$ cat src/rtl/multibuf_read_router.sv
// Routes FFT and DMA read ports onto a rotating set of RAM banks.
// Define MULTIBUF_READ_OUTREG_EN to register rdr_*/rdv_* (latency RD_LAT+1).
module multibuf_read_router #(
    parameter int FFT_N     = 10,
    parameter int FFT_DW    = 16,
    parameter int NUM_BANKS = 3,
    parameter int RD_LAT    = 1
) (
    input  logic                                 clk,
    input  logic                                 rst_n,
    input  logic                                 ract_fft,
    input  logic [FFT_N-2:0]                     ra_fft,
    output logic [FFT_DW*2-1:0]                  rdr_fft,
    output logic                                 rdv_fft,
    input  logic                                 ract_dma,
    input  logic [FFT_N-2:0]                     ra_dma,
    output logic [FFT_DW*2-1:0]                  rdr_dma,
    output logic                                 rdv_dma,
    output logic [NUM_BANKS-1:0]                 ract_ram,
    output logic [NUM_BANKS*(FFT_N-1)-1:0]       ra_ram,
    input  logic [NUM_BANKS*FFT_DW*2-1:0]        rdr_ram,
    input  logic                                 adv_req,
    output logic                                 adv_ack,
    output logic                                 rd_stall,
    output logic [$clog2(NUM_BANKS)-1:0]         phase,
    output logic                                 drop_err
);

    localparam int AW = FFT_N - 1;
    localparam int DW = FFT_DW * 2;
    localparam int PW = $clog2(NUM_BANKS);
    localparam logic [PW:0]   NB_W    = (PW+1)'(NUM_BANKS);
    localparam logic [PW-1:0] LAST_PH = PW'(NUM_BANKS - 1);

    typedef enum logic [1:0] {
        RUN   = 2'd0,
        DRAIN = 2'd1,
        ADV   = 2'd2
    } state_t;

    state_t                    state_q, state_d;
    logic [PW-1:0]             phase_q, phase_d;
    logic                      drop_err_q, drop_err_d;
    logic [RD_LAT-1:0]         fv_q, fv_d;
    logic [RD_LAT-1:0]         dv_q, dv_d;
    logic [RD_LAT-1:0][PW-1:0] fb_q, fb_d;
    logic [RD_LAT-1:0][PW-1:0] db_q, db_d;

    logic [NUM_BANKS-1:0][PW:0] role;
    logic [PW-1:0]              fft_bank;
    logic [PW-1:0]              dma_bank;
    logic                       stall;
    logic                       fft_go;
    logic                       dma_go;
    logic                       pipe_busy;
    logic                       out_busy;
    logic                       fft_vld;
    logic                       dma_vld;
    logic [DW-1:0]              fft_rd;
    logic [DW-1:0]              dma_rd;

    // b + phase never exceeds 2*NUM_BANKS-2, so one subtraction is a full mod
    always_comb begin
        role     = '0;
        fft_bank = '0;
        dma_bank = '0;
        for (int b = 0; b < NUM_BANKS; b++) begin
            role[b] = (PW+1)'(b) + {1'b0, phase_q};
            if (role[b] >= NB_W) begin
                role[b] = role[b] - NB_W;
            end
            if (role[b] == (PW+1)'(1)) begin
                fft_bank = PW'(b);
            end
            if (role[b] == (PW+1)'(2)) begin
                dma_bank = PW'(b);
            end
        end
    end

    assign stall  = (state_q == ADV);
    assign fft_go = ract_fft & ~stall;
    assign dma_go = ract_dma & ~stall;

    always_comb begin
        ract_ram = '0;
        ra_ram   = '0;
        for (int b = 0; b < NUM_BANKS; b++) begin
            if (role[b] == (PW+1)'(1)) begin
                ract_ram[b]         = fft_go;
                ra_ram[b*AW +: AW]  = ra_fft;
            end else if (role[b] == (PW+1)'(2)) begin
                ract_ram[b]         = dma_go;
                ra_ram[b*AW +: AW]  = ra_dma;
            end
        end
    end

    // Bank index travels with the strobe so a read survives a later rotation
    always_comb begin
        fv_d    = fv_q;
        dv_d    = dv_q;
        fb_d    = fb_q;
        db_d    = db_q;
        fv_d[0] = fft_go;
        dv_d[0] = dma_go;
        fb_d[0] = fft_bank;
        db_d[0] = dma_bank;
        for (int i = 1; i < RD_LAT; i++) begin
            fv_d[i] = fv_q[i-1];
            dv_d[i] = dv_q[i-1];
            fb_d[i] = fb_q[i-1];
            db_d[i] = db_q[i-1];
        end
    end

    always_comb begin
        fft_vld = fv_q[RD_LAT-1];
        dma_vld = dv_q[RD_LAT-1];
        fft_rd  = '0;
        dma_rd  = '0;
        for (int b = 0; b < NUM_BANKS; b++) begin
            if (fft_vld && fb_q[RD_LAT-1] == PW'(b)) begin
                fft_rd = rdr_ram[b*DW +: DW];
            end
            if (dma_vld && db_q[RD_LAT-1] == PW'(b)) begin
                dma_rd = rdr_ram[b*DW +: DW];
            end
        end
    end

    assign pipe_busy = (|fv_q) | (|dv_q);

`ifdef MULTIBUF_READ_OUTREG_EN
    logic          fo_v_q, fo_v_d;
    logic          do_v_q, do_v_d;
    logic [DW-1:0] fo_r_q, fo_r_d;
    logic [DW-1:0] do_r_q, do_r_d;

    always_comb begin
        fo_v_d = fft_vld;
        do_v_d = dma_vld;
        fo_r_d = fft_rd;
        do_r_d = dma_rd;
    end

    always_ff @(posedge clk or negedge rst_n) begin
        if (!rst_n) begin
            fo_v_q <= 1'b0;
            do_v_q <= 1'b0;
            fo_r_q <= '0;
            do_r_q <= '0;
        end else begin
            fo_v_q <= fo_v_d;
            do_v_q <= do_v_d;
            fo_r_q <= fo_r_d;
            do_r_q <= do_r_d;
        end
    end

    assign rdv_fft  = fo_v_q;
    assign rdr_fft  = fo_r_q;
    assign rdv_dma  = do_v_q;
    assign rdr_dma  = do_r_q;
    assign out_busy = fo_v_q | do_v_q;
`else
    assign rdv_fft  = fft_vld;
    assign rdr_fft  = fft_rd;
    assign rdv_dma  = dma_vld;
    assign rdr_dma  = dma_rd;
    assign out_busy = 1'b0;
`endif

    always_comb begin
        state_d    = state_q;
        phase_d    = phase_q;
        drop_err_d = drop_err_q;
        adv_ack    = 1'b0;
        rd_stall   = 1'b0;
        unique case (state_q)
            RUN: begin
                if (adv_req) begin
                    state_d = DRAIN;
                end
            end
            DRAIN: begin
                if (!ract_fft && !ract_dma && !pipe_busy && !out_busy) begin
                    state_d = ADV;
                end
            end
            ADV: begin
                rd_stall = 1'b1;
                adv_ack  = 1'b1;
                state_d  = RUN;
                phase_d  = (phase_q == LAST_PH) ? '0 : phase_q + 1'b1;
                if (ract_fft || ract_dma) begin
                    drop_err_d = 1'b1;
                end
            end
            default: begin
                state_d = RUN;
            end
        endcase
    end

    always_ff @(posedge clk or negedge rst_n) begin
        if (!rst_n) begin
            state_q    <= RUN;
            phase_q    <= '0;
            drop_err_q <= 1'b0;
            fv_q       <= '0;
            dv_q       <= '0;
            fb_q       <= '0;
            db_q       <= '0;
        end else begin
            state_q    <= state_d;
            phase_q    <= phase_d;
            drop_err_q <= drop_err_d;
            fv_q       <= fv_d;
            dv_q       <= dv_d;
            fb_q       <= fb_d;
            db_q       <= db_d;
        end
    end

    assign phase    = phase_q;
    assign drop_err = drop_err_q;

endmodule

$ cat config.mk
export PLATFORM = sky130hd
export DESIGN_NAME = multibuf_read_router
export DESIGN_NICKNAME = d
export VERILOG_FILES = /design/src/rtl/multibuf_read_router.sv
export SDC_FILE = /design/constraint.sdc
export NUM_CORES = 1
export LEC_CHECK = 0
export BUFFER_PORTS_ARGS = -buffer_cell sky130_fd_sc_hd__buf_2
export CORE_AREA = 2 2 86 88
export DETAILED_ROUTE_END_ITERATION = 7
export DIE_AREA = 0 0 88 90
export PLACE_DENSITY_LB_ADDON = 0.3
export SETUP_SLACK_MARGIN = 0.1
export SLEW_MARGIN = 30
export SYNTH_ARGS = -nofsm -noshare
export SYNTH_HDL_FRONTEND = slang
export SYNTH_SLANG_ARGS = --single-unit
$ cat constraint.sdc
create_clock -name clk -period 3.4 [get_ports clk]
set_input_delay 0.17 -clock clk [delete_from_list [all_inputs] [get_ports clk]]
set_output_delay 0.17 -clock clk [all_outputs]
set_load 0.01 [all_outputs]
==> metrics list, run 1 <==
- Setup repair after global routing left no endpoint under its margin.
* Category of the worst setup path capture point: output port
- At the later pin of the worst-skew pair, clock insertion delay measures 0.24 ns.
- Total number of yosys warnings: 0
- Number of top-level pins: 220
- Detailed placement ended at an HPWL of 7.31 mm.
- Sum of negative setup slack: 0 ns
- Clock-pin slew was measured on the worst setup and hold paths at 0.05 ns.
- Peak ir drop on the vdd network: 0.364 mV
- The number of failing hold endpoints at the final stage came to 0.
* Post-placement cell area: 3870 um2
- Starting utilization of the core area: 0.407
- After global routing, the most crowded layer is met2.
- Syn-to-layout area delta: 37.5%
- The max-slew violation count is 0.
* Switching share of power: 0.499
- First-pass GRT wire length: 14.6 mm
- # Post-CTS Setup Buffers: 0
- Slack of the critical path: 1.18 ns
* Number of H-tree levels: 1
- The count of nets left with antenna violations once routing finished came out at 0.
* Avg WL per Cell: 14.1 um
* Global-route met2 utilization: 0.409
- Post-synthesis sequential area ratio: 0.0875
- After detailed routing, the number of vias per cell comes to 5.17.
* Antenna cell count: 0
- CP Cell Sequence: buf_4, mux2i_1, o21ai_1, and2_1, buf_2
- Critical Setup Path Class: flop to output port
* Flop and latch count out of synthesis: 10
* Number of global-route vias before repair: 3220
* Min-Delay Endpoint: state_q[0]$_DFFE_PN0P_
- The share of total power dissipated in the clock network is 0.063.
- Sequential share of power: 0.152
- Die X-Extent: 88 um
- Summed instance area of the synthesized netlist: 2860 um2
* Post-cts resize count: 0
- In the routed design, unresolved DRC markers number 0.
* Non-filler cells, final: 680
* Post-CTS Hold Buffers: 1
* Clock tree from TritonCTS: built
* Synth cell types: 23
- Largest buffer count on any clock path: 2
* Gr ovfl total: 0
- Measured on the finished design, the core utilization comes to 0.560.
- In this run the static leakage power is 1.93 nW.
* Num CTS Buffers: 3
- For this run, global-route usage on met3 was measured as 0.0275.
- The number of nets in the synthesized netlist is 520.
- Total power draw: 2.01 mW
- Of the total synthesized cell area, the portion taken by XOR and XNOR cells is 0.
- Pin count of the biggest net entering global routing: 69
- Internal power: 1.01 mW
- Fraction of synthesized area in multiplexers: 0.228
* Total vias in the final route: 3515
* Run status: finished, final reports clean
- The fraction of the mapped netlist area in compound gates came to 0.188.
* First-pass DRT Iterations: 4
* Die Y-Extent: 90 um
- Counting cells, the worst reg-to-reg path comes to 3.
- Max-slew headroom at the worst pin: 0.482
* Delay of the slowest cell on the worst path: 0.73 ns
* Reg-to-reg critical path endpoint: state_q[0]$_DFFE_PN0P_
- Of the total synthesized cell area, the portion taken by full adders, half adders and majority gates is 0.0219.
- Final setup viols: 0
* Path type of the worst min-delay path: input port to flop
- After the first detailed-routing iteration, the DRC count stood at 131.
- Gate count after technology mapping: 396
- In the final design database the tool counted 706 nets.
- Total routing resource utilization after global routing: 0.219
- The number of placed instances, taps included, is 675.
- Worst hold slack: 0.194 ns
- Post-synthesis average cell area: 7.22 um2
- Core Area: 7020 um2
- Count of buffers from port buffering: 219
- Basic-gate share of the synthesized area counting and, or, nand and nor cells: 0.378
- For the pin with the worst max-slew slack, the measured transition is 0.775 ns.
- The share of synthesized area in the top cell type comes to 0.228.
* Share of power burned in combinational logic: 0.784
- Final worst path period share: 0.653
- Start point of the worst hold path: adv_req
* Total die area: 7920 um2
- CTS root buffer: clkbuf_8
- Critical path required time: 3.23 ns
- The routed design could run at a clock period as short as 2.22 ns.
- Counting instances, the worst hold path has a depth of 3.
* Total power density per cell area: 511 nW/um2
- Timing would allow up to 451 MHz.
- Fill cell instance count of the final layout: 682
- Largest area contributor in the synthesized netlist: mux2i_1
- The routed design has 9.62 mm of wire.
- Maximum fanout along the worst path: 29
* WP data arrival: 2.05 ns
- Net switching power figure: 1.00 mW
- Fraction of layout cells with a size suffix above 1: 0.403
- FP Rows: 31
- In the global route stage, met1 resource usage came out at 0.260.
* Dominant combinational cell family by area after synthesis: simple AND/OR/NAND/NOR gates
- At the placement stage, the worst setup path has a slack of 1.42 ns.
- In the post-synthesis netlist, the biggest area contributors are mux2i_1, nand3b_1, and2_1.
- Category of the worst setup path launch point: flop
- Max-cap violations in this run came to 0.
- The initial antenna violation count was 0.
- Final setup skew: 0.00329 ns
- In this run the register-to-register setup slack is 1.86 ns.
- Finished Cell Area: 3930 um2
- Worst-path cell with the longest stage delay: dfrtp_2
* GPL Wtd Cong: 0.847
* Launching point of the worst reg2reg path: rdv_fft$_DFF_PN0_
- Counting every sink on the clock net gives 10.
==> synth_stat cells (all sizes together) <==
cell type and n:
dlygate4sd1 3, clkbuf 15, nor2 5, buf 25, ha 5, a22o 12, nand2 32, inv 3
nor2b 4, nor3b 1, dfrtp 10, or4 1, a22oi 3, o21ai 82, mux2i 65, nand2b 1
nand3b 64, and2 65
==> sequential cells by signal, indices dropped and copies added, names as in the netlist <==
signal,count
db_q,1
drop_err,1
phase,2
rdv_dma,1
state_q,2
rdv_fft,1
fb_q,2
==> per-layer routing <==
metal	wire, um	part of all wire
met1	3940	0.41
met2	4890	0.51
met3	700	0.073
met4	87	0.0090
met5	0	0
==> power by group through the flow <==
| stage | Combinational [mW] | Clock, mW | Sequential, mW |
|---|---|---|---|
| after global placement | 1.44 | 0 | 0.385 |
| after CTS | 1.58 | 0.129 | 0.308 |
| final | 1.58 | 0.127 | 0.306 |
| after detailed placement | 1.58 | 0 | 0.311 |
| after floorplan | 1.26 | 0 | 0.160 |
| after global routing | 1.74 | 0.137 | 0.326 |
==> layout make-up <==
type                       instances  area [um2]  area share
multi-input combinational        340        2330       0.593
timing repair buffer             224        1160       0.295
sequential                        10         259      0.0659
tap                               99         124      0.0315
clock buffer                       4        45.0      0.0115
inverter                           3        11.3     0.00286
==> placed cells by master (no fill, tap or decap), drive strengths merged, types with 3 or more instances in the layout <==
cell type  netlist  final
o21ai           82     82
a22o            12     12
nor2b            4      4
buf             25    223
mux2i           65     65
nor2             5      5
and2            65     65
inv              3      3
nand2           32     32
clkbuf          15      4
dfrtp           10     10
nand3b          64     64
a22oi            3      3
ha               5      5
==> worst max-delay path: cells and delay by family (launching register included) <==
| kind | cells | cell delay (ns) |
|---|---|---|
| AND/OR/NAND/NOR | 1 | 0.17 |
| AO/OA/AOI/OAI | 1 | 0.08 |
| multiplexers | 1 | 0.25 |
| buffers and inverters | 2 | 0.56 |
| flip-flops | 1 | 0.73 |
==> logic make-up (layout without fill, tap and decap cells) <==
group	after synthesis	count (layout)
muxes	65	65
and+or+nand+nor	173	173
buffers and inverters	46	231
DFF	10	10
adders and majority gates	5	5
AOI/OAI and AO/OA	97	97
==> worst max-delay path by stage <==
| stage | from | endpoint | slack [ns] | depth (start not counted) |
|---|---|---|---|---|
| after floorplan | phase[0]$_DFFE_PN0N_ | ra_ram[18] | 1.83 | 6 |
| after CTS | fb_q[1]$_DFF_PN0_ | rdr_fft[0] | 1.17 | 5 |
| after global routing | fb_q[1]$_DFF_PN0_ | rdr_fft[0] | 1.05 | 5 |
| after detailed placement | fb_q[1]$_DFF_PN0_ | rdr_fft[0] | 1.42 | 5 |
| after global placement | fb_q[1]$_DFF_PN0_ | rdr_fft[31] | 1.46 | 5 |
| final | fb_q[1]$_DFF_PN0_ | rdr_fft[21] | 1.18 | 5 |
(Power assumes the default switching activity.)
==> run 2, diff against run 1 <==
--- a/config.mk
+++ b/config.mk
@@ -5,10 +5,11 @@
 export SDC_FILE = /design/constraint.sdc
 export NUM_CORES = 1
 export LEC_CHECK = 0
+export ABC_AREA = 1
 export BUFFER_PORTS_ARGS = -buffer_cell sky130_fd_sc_hd__buf_2
-export CORE_AREA = 2 2 86 88
+export CORE_ASPECT_RATIO = 0.8
+export CORE_UTILIZATION = 35
 export DETAILED_ROUTE_END_ITERATION = 7
-export DIE_AREA = 0 0 88 90
 export PLACE_DENSITY_LB_ADDON = 0.3
 export SETUP_SLACK_MARGIN = 0.1
 export SLEW_MARGIN = 30
==> constraint.sdc (replaced) <==
create_clock -name clk -period 1.9 [get_ports clk]
set_input_delay 0.095 -clock clk [delete_from_list [all_inputs] [get_ports clk]]
set_output_delay 0.095 -clock clk [all_outputs]
set_load 0.01 [all_outputs]
==> run 2 against run 1 <==
- critical path depth increased by 1
- final cell count up 1.3%
- clock power up 110%
- global-route usage increased by 5.7 points
- final area decreased by 6.2%
- synthesized area fell by 15%
- via count increased by 21%
- hold slack worse by 0.12 ns
- power increased by 120%
- sequential share of layout area is 0.30 points higher
- first-iteration DRC count grew 150%
- routed wire length rose by 14%
- critical path type unchanged
- largest cell class unchanged
==> metrics list, run 2 <==
- Run status: finished, final reports clean
- Start point of the worst hold path: adv_req
- Summed over all cells, the static leakage comes to 2.01 nW.
* Share of power burned in combinational logic: 0.861
* CTS root buffer: clkbuf_8
* Commonest register cell after synthesis: dfrtp_1
- Counting cells, the worst reg-to-reg path comes to 5.
- Critical Setup Path Class: flop to output port
- Largest area contributor in the synthesized netlist: nand4_1
* Avg WL per Cell: 15.9 um
- For this run the aggregate overflow at the end of global routing stands at 0.
- The library cells used most frequently in the layout, excluding fill and tap cells, are buf_2, nand3_1, nand4_1.
* Syn-to-layout area delta: 52.0%
* Category of the worst setup path launch point: flop
* Max-slew headroom at the worst pin: 0.675
* First-pass DRT Iterations: 6
- Net switching power figure: 2.62 mW
- The endpoint identified for the worst register-to-register timing path is phase[1]$_DFFE_PN0N_.
- Summing all placed instances gives a cell area of 3580 um2.
- Number of global-route vias before repair: 3721
* RSZ-0062 raised after global routing: yes
- Sum of negative setup slack: 0 ns
- CP Cell Sequence: inv_1, ha_1, clkinv_1, buf_4, o22ai_1, buf_2
- The count of nets left with antenna violations once routing finished came out at 0.
- Total routing resource utilization after global routing: 0.276
* CTS clock-pin slew for the worst setup and hold paths: 0.05 ns
* Largest cells by area after synthesis: nand4_1, nand3_1, dfrtp_1
* Placed cell count: 681
- Die Y-Extent: 76.5 um
- WP data arrival: 1.66 ns
- For the pin with the worst max-slew slack, the measured transition is 0.488 ns.
- Antenna cell count: 0
* Number of enable flip-flop cells after synthesis: 0
* Async SR Flop Fraction: 1.00
* Starting utilization of the core area: 0.371
- In the final routing, the length of wire on met1 measures 4.23 mm.
- TritonCTS built the clock tree.
- Maximum fanout along the worst path: 9
- Launching point of the worst reg2reg path: phase[0]$_DFFE_PN0N_
* Upper clock frequency limit: 570 MHz
- Counting distinct cell types in the post-synthesis netlist gives 18.
* Number of H-tree levels: 1
- Most frequent standard cell in the layout excluding fill and tap cells: buf_2
- DRC violation count after routing: 0
- FP Rows: 26
- During I/O placement, the number of pins put on the boundary was 220.
- In the finished design, the share of the clock period the worst path needs comes to 0.923.
* GPL Wtd Cong: 0.836
- Fill cell instance count of the final layout: 650
- # clock sinks: 10
- Number of stages on the worst hold path: 3
- Wire segments on met2 add up to 5.39 mm in the final route.
- In this run, CTS created clock tree buffers numbering 3.
- Peak ir drop on the vdd network: 0.837 mV
* Total wire length after detailed routing: 11.0 mm
- Hold Vio Cnt, Final: 0
- Ranking of synthesized cells by instance count: nand3_1, nand4_1, buf_2
- The slowest stage of the critical path belongs to the cell dfrtp_1.
* Post-synthesis sequential area ratio: 0.103
- Sequential share of power: 0.081
- With fillers left out, the area of the finished cells amounts to 3690 um2.
* Min-Delay Endpoint: state_q[0]$_DFFE_PN0P_
- By instance count, the leading cell after synthesis is nand3_1.
* Violation count after the first detailed-route iteration: 323
* Non-filler cells, final: 689
* Total vias in the final route: 4270
* Count of buffers from port buffering: 219
* Pin count of the biggest net entering global routing: 63
* Total die area: 7270 um2
- Of the post-synthesis cell area, the dominant cell type holds 0.330.
- The max-slew violation count came to 0.
- A synthesized cell averages 5.86 um2.
- In the synthesized netlist, the number of instances is 414.
* Switching share of power: 0.580
* Total power density per cell area: 1230 nW/um2
* Met3 Wirelength: 1.23 mm
* Max-cap check violation count: 0
- The worst setup path is captured at an output port.
- After floorplanning, the core was sized to cover 6540 um2.
* Part of the total power dissipated in the clock network: 0.058
- Fraction of layout cells with a size suffix above 1: 0.426
* Number of antenna violations at the first check in global routing: 0
- Summed over all nets, the half-perimeter wirelength after detailed placement is 7.62 mm.
- On the worst path, the slowest cell contributes a delay of 0.41 ns.
* Summed instance area of the synthesized netlist: 2430 um2
- In the routed layout, each cell is associated on average with a via count of 6.20.
- The routed design could run at a clock period as short as 1.75 ns.
- Clock latency on the worst-skew pair, taken at its later pin, is 0.23 ns.
- Largest buffer count on any clock path: 2
* Path type of the worst min-delay path: input port to flop
* Total number of yosys warnings: 0
- In this run the horizontal extent of the chip is 95.1 um.
* Flop-to-flop setup slack: 0.63 ns
- For the worst setup path, the data required time is 1.80 ns.
- Net count of the mapped netlist: 538
- Internal power: 1.90 mW
- Final setup viols: 0
* First-pass GRT wire length: 16.8 mm
* Highest Signal Layer: met4
- Final setup skew: 0.00138 ns
- Final net count: 730
- Synthesis inferred 10 register bits.
run 2: layout make-up:
class / instances / area [um2] / share of cell area
Multi-Input combinational cell: 316 / 1820 / 0.492
Timing Repair Buffer: 245 / 1350 / 0.365
Sequential cell: 10 / 254 / 0.0688
Inverter: 30 / 113 / 0.0305
Tap cell: 84 / 105 / 0.0285
Clock buffer: 4 / 55.1 / 0.0149
run 2: worst max-delay path by stage:
stage | start | endpoint | slack (ns) | cells past startpoint
final | phase[0]$_DFFE_PN0N_ | ra_ram[22] | 0.15 | 6
after global placement | phase[1]$_DFFE_PN0N_ | ract_ram[1] | 0.30 | 6
after floorplan | phase[0]$_DFFE_PN0N_ | ract_ram[1] | 0.33 | 5
after detailed placement | phase[1]$_DFFE_PN0N_ | ract_ram[1] | 0.26 | 6
after global routing | phase[0]$_DFFE_PN0N_ | ra_ram[25] | 0.05 | 6
after CTS | phase[1]$_DFFE_PN0N_ | ract_ram[1] | 0.09 | 6
run 2: power groups by stage:
stage | sequential (mW) | combinational, mW | clock (mW)
final | 0.365 | 3.89 | 0.262
after floorplan | 0.334 | 2.26 | 0
after detailed placement | 0.365 | 3.72 | 0
after CTS | 0.365 | 3.75 | 0.266
after global routing | 0.372 | 4.20 | 0.283
after global placement | 0.362 | 3.66 | 0
run 2: cells by family (layout without fill, tap and decap cells):
| kind of cell | Yosys count | count (layout) | synth area share |
|---|---|---|---|
| simple gates | 278 | 278 | 0.632 |
| buf+inv | 88 | 279 | 0.156 |
| compound gates | 33 | 33 | 0.0830 |
| flops | 10 | 10 | 0.103 |
| fa+ha+maj | 5 | 5 | 0.0258 |
run 2: timing repair:
item | 4_1_cts | 5_1_grt
hold buffers | 1 | 0
setup endpoints to repair | 13 | 30
resized for setup | 2 | 5
hold endpoints to repair | 10 | 0
buffers inserted | 0 | 3
run 2: metal layers:
metal / GRT usage / up-vias
met3: 0.0509 / 26
met4: 0.0818 / 0
met1: 0.335 / 1958
li1: - / 1996
met5: 0 / -
met2: 0.485 / 290
run 2: critical path, delay by kind of cell, from the launching register on:
kind / cells / cell delay (ns)
flops: 1 / 0.41
buf+inv: 4 / 0.61
fa+ha+maj: 1 / 0.24
compound gates: 1 / 0.16
run 2: metrics by stage:
stage               power, mW  hold WS [ns]  utilization  setup WS [ns]
floorplan                2.59        -0.201            -          0.325
global placement         4.02       -0.0387        0.548          0.300
detailed placement       4.09       -0.0353        0.548          0.260
CTS                      4.39        0.0716        0.558         0.0948
global route             4.86        0.0822        0.564         0.0509
finish                   4.52        0.0744        0.564          0.146
==> run 3, diff against run 2 <==
--- a/config.mk
+++ b/config.mk
@@ -6,11 +6,12 @@
 export NUM_CORES = 1
 export LEC_CHECK = 0
 export ABC_AREA = 1
-export BUFFER_PORTS_ARGS = -buffer_cell sky130_fd_sc_hd__buf_2
-export CORE_ASPECT_RATIO = 0.8
-export CORE_UTILIZATION = 35
+export CAP_MARGIN = 10
+export CORE_AREA = 2 2 84 86
 export DETAILED_ROUTE_END_ITERATION = 7
-export PLACE_DENSITY_LB_ADDON = 0.3
+export DIE_AREA = 0 0 86 88
+export DONT_BUFFER_PORTS = 1
+export PLACE_DENSITY_LB_ADDON = 0.25
 export SETUP_SLACK_MARGIN = 0.1
 export SLEW_MARGIN = 30
 export SYNTH_ARGS = -nofsm -noshare
==> run 3 against run 2 <==
- setup slack improved by 0.025 ns
- sequential power rose by 12%
- clock power fell by 14%
- final cell count fell by 32%
- combinational power fell by 24%
- critical path type unchanged
- highest routed layer unchanged
==> metrics list, run 3 (synthesis gave the netlist of run 2 again) <==
- RSZ-0062 raised after global routing: yes
- In this run the count of I/O pins placed on the die edge is 220.
- For this configuration, the core starts out at a cell density of 0.365.
- Together, buffers and inverters on the worst path number 3.
- Upper clock frequency limit: 578 MHz
- Of the total power, combinational logic draws 0.824.
- Die X-Extent: 86 um
- Total power density per cell area: 1410 nW/um2
* Total routing resource utilization after global routing: 0.217
- Of the total power, registers draw 0.113.
- The tool flagged a number of max-cap violations equal to 0.
* Slack of the critical path: 0.171 ns
- Critical Setup Path Class: flop to output port
- The initialized floorplan defines 30 standard-cell rows.
- For this block, the via count after detailed routing is 3387.
* Category of the worst setup path launch point: flop
- Run status: finished, final reports clean
* Critical path required time: 1.80 ns
- First-pass GRT wire length: 13.8 mm
- Summed over all nets, the half-perimeter wirelength after detailed placement is 6.69 mm.
- Placed cell count: 460
- On the final layout, the worst clock skew is 0.000725 ns.
- The die is 88 um tall.
- The kind of cell with the highest combined delay along the critical path is flip-flops.
- Internal power: 1.24 mW
- Max-slew headroom at the worst pin: 0.610
* Antenna cell count: 0
* Count of buffers from port buffering: 0
* Clock latency on the worst-skew pair: 0.23 ns
- Most frequent cells in the layout: nand3_1, nand4_1, inv_1
- The core region is 6640 um2.
* Final worst path period share: 0.910
- The tree is rooted in a clkbuf_8.
- Min cycle time layout: 1.73 ns
- Entering global routing, the biggest net connects 61 pins.
* Most prevalent standard cell on the critical path: inv_1
- For this run, the slowest stage of the critical path takes 0.44 ns.
- The max-slew violation count is 0.
* Number of H-tree levels: 1
- Avg WL per Cell: 20.8 um
* DRC violation count after routing: 0
* Total wire length after detailed routing: 9.71 mm
- Most frequent standard cell in the layout excluding fill and tap cells: nand3_1
- Category of the worst setup path capture point: output port
- Hold Vio Cnt, Final: 0
* Leakage power figure: 1.04 nW
- In this run the power spent charging and discharging nets is 2.36 mW.
- CTS clock-pin slew for the worst setup and hold paths: 0.05 ns
* Sum of negative setup slack: 0 ns
- Largest buffer count on any clock path: 2
- The number of clock buffers added by TritonCTS is 3.
- For this run, the post-layout net count is 512.
* Final setup viols: 0
- For the pin with the worst max-slew slack, the measured transition is 0.586 ns.
* Number of antenna violations at the first check in global routing: 0
* Total power draw: 3.60 mW
- The worst-case IR drop observed on VDD is 0.974 mV.
* Violation count after the first detailed-route iteration: 270
- Number of global-route vias before repair: 2837
- The floorplan step defined a die boundary enclosing 7570 um2.
* Gr ovfl total: 0
- In this run the remaining antenna-violating nets after routing total 0.
- The slowest stage of the critical path is the dfrtp_2 cell.
- Maximum fanout along the worst path: 10
* First-pass DRT Iterations: 6
* Path type of the worst min-delay path: input port to flop
- CP Cell Sequence: inv_1, ha_1, inv_1, nand2_2, o21ai_1, buf_4
- WP data arrival: 1.63 ns
- Syn-to-layout area delta: 5.41%
- Of the total power, the clock network draws 0.063.
* Non-filler cells, final: 467
- Fraction of layout cells with a size suffix above 1: 0.0930
- Via/cell ratio: 7.25
- GPL Wtd Cong: 0.816
- Switching share of power: 0.655
* Placement-stage worst setup slack: 0.206 ns
- The clock drives 10 sinks.
- TritonCTS built the clock tree.
- At the end of the flow the core is filled with cells to 0.385.
## run 3: cell count changes in the layout (fill, tap and decap cells not counted), sizes merged
cell	change
buf	-220
dlygate4sd3	+2
## run 3: layer usage
layer,track usage,up-vias,routed length (um)
met5,0,-,0
met4,0.0476,0,53
met3,0.0264,10,970
met2,0.407,258,4880
met1,0.263,1560,3800
li1,-,1559,-
## run 3: final cells by class
| class | instances | area [um2] |
|---|---|---|
| clock buffer | 4 | 45.0 |
| fill | 702 | 4090 |
| inverter | 30 | 115 |
| multi-input combinational | 316 | 1810 |
| sequential | 10 | 255 |
| tap | 80 | 100 |
| timing repair buffer | 27 | 235 |
## run 3: worst paths after layout
path / start / end / slack (ns) / cells past startpoint
setup / recovery: phase[0]$_DFFE_PN0N_ / ract_ram[2] / 0.17 / 6
max in group asynchronous: rst_n / phase[0]$_DFFE_PN0N_ / 1.33 / 1
min in group asynchronous: rst_n / fb_q[1]$_DFF_PN0_ / 0.24 / 1
setup reg to reg: state_q[0]$_DFFE_PN0P_ / phase[0]$_DFFE_PN0N_ / 0.71 / 4
hold / removal: ract_fft / state_q[1]$_DFFE_PN0P_ / 0.05 / 3
hold reg to reg: state_q[1]$_DFFE_PN0P_ / state_q[1]$_DFFE_PN0P_ / 0.49 / 1
## run 3: repair_timing
action / CTS / global route
endpoints found under the setup margin: 20 / 29
hold buffers: 3 / 0
hold endpoints to repair: 12 / 0
setup buffers: 0 / 0
resized for setup: 4 / 3
## run 3: worst min-delay path, cell delays in order
cell	delay, ns
nor2_1	0.03
nand2_1	0.07
nor3_1	0.05
## run 3: through the flow
| stage | hold WS (ns) | area [um2] |
|---|---|---|
| CTS | 0.0481 | 2560 |
| global placement | -0.200 | 2470 |
| global route | 0.0808 | 2560 |
| floorplan | -0.201 | 2430 |
| detailed placement | -0.200 | 2470 |
| finish | 0.0483 | 2560 |
## run 3: power groups by stage
stage	clock network, mW	logic, mW	registers (mW)
after global routing	0.240	3.17	0.424
final	0.226	2.96	0.408
after floorplan	0	2.26	0.334
after detailed placement	0	2.88	0.408
after global placement	0	2.83	0.408
after CTS	0.232	2.93	0.407
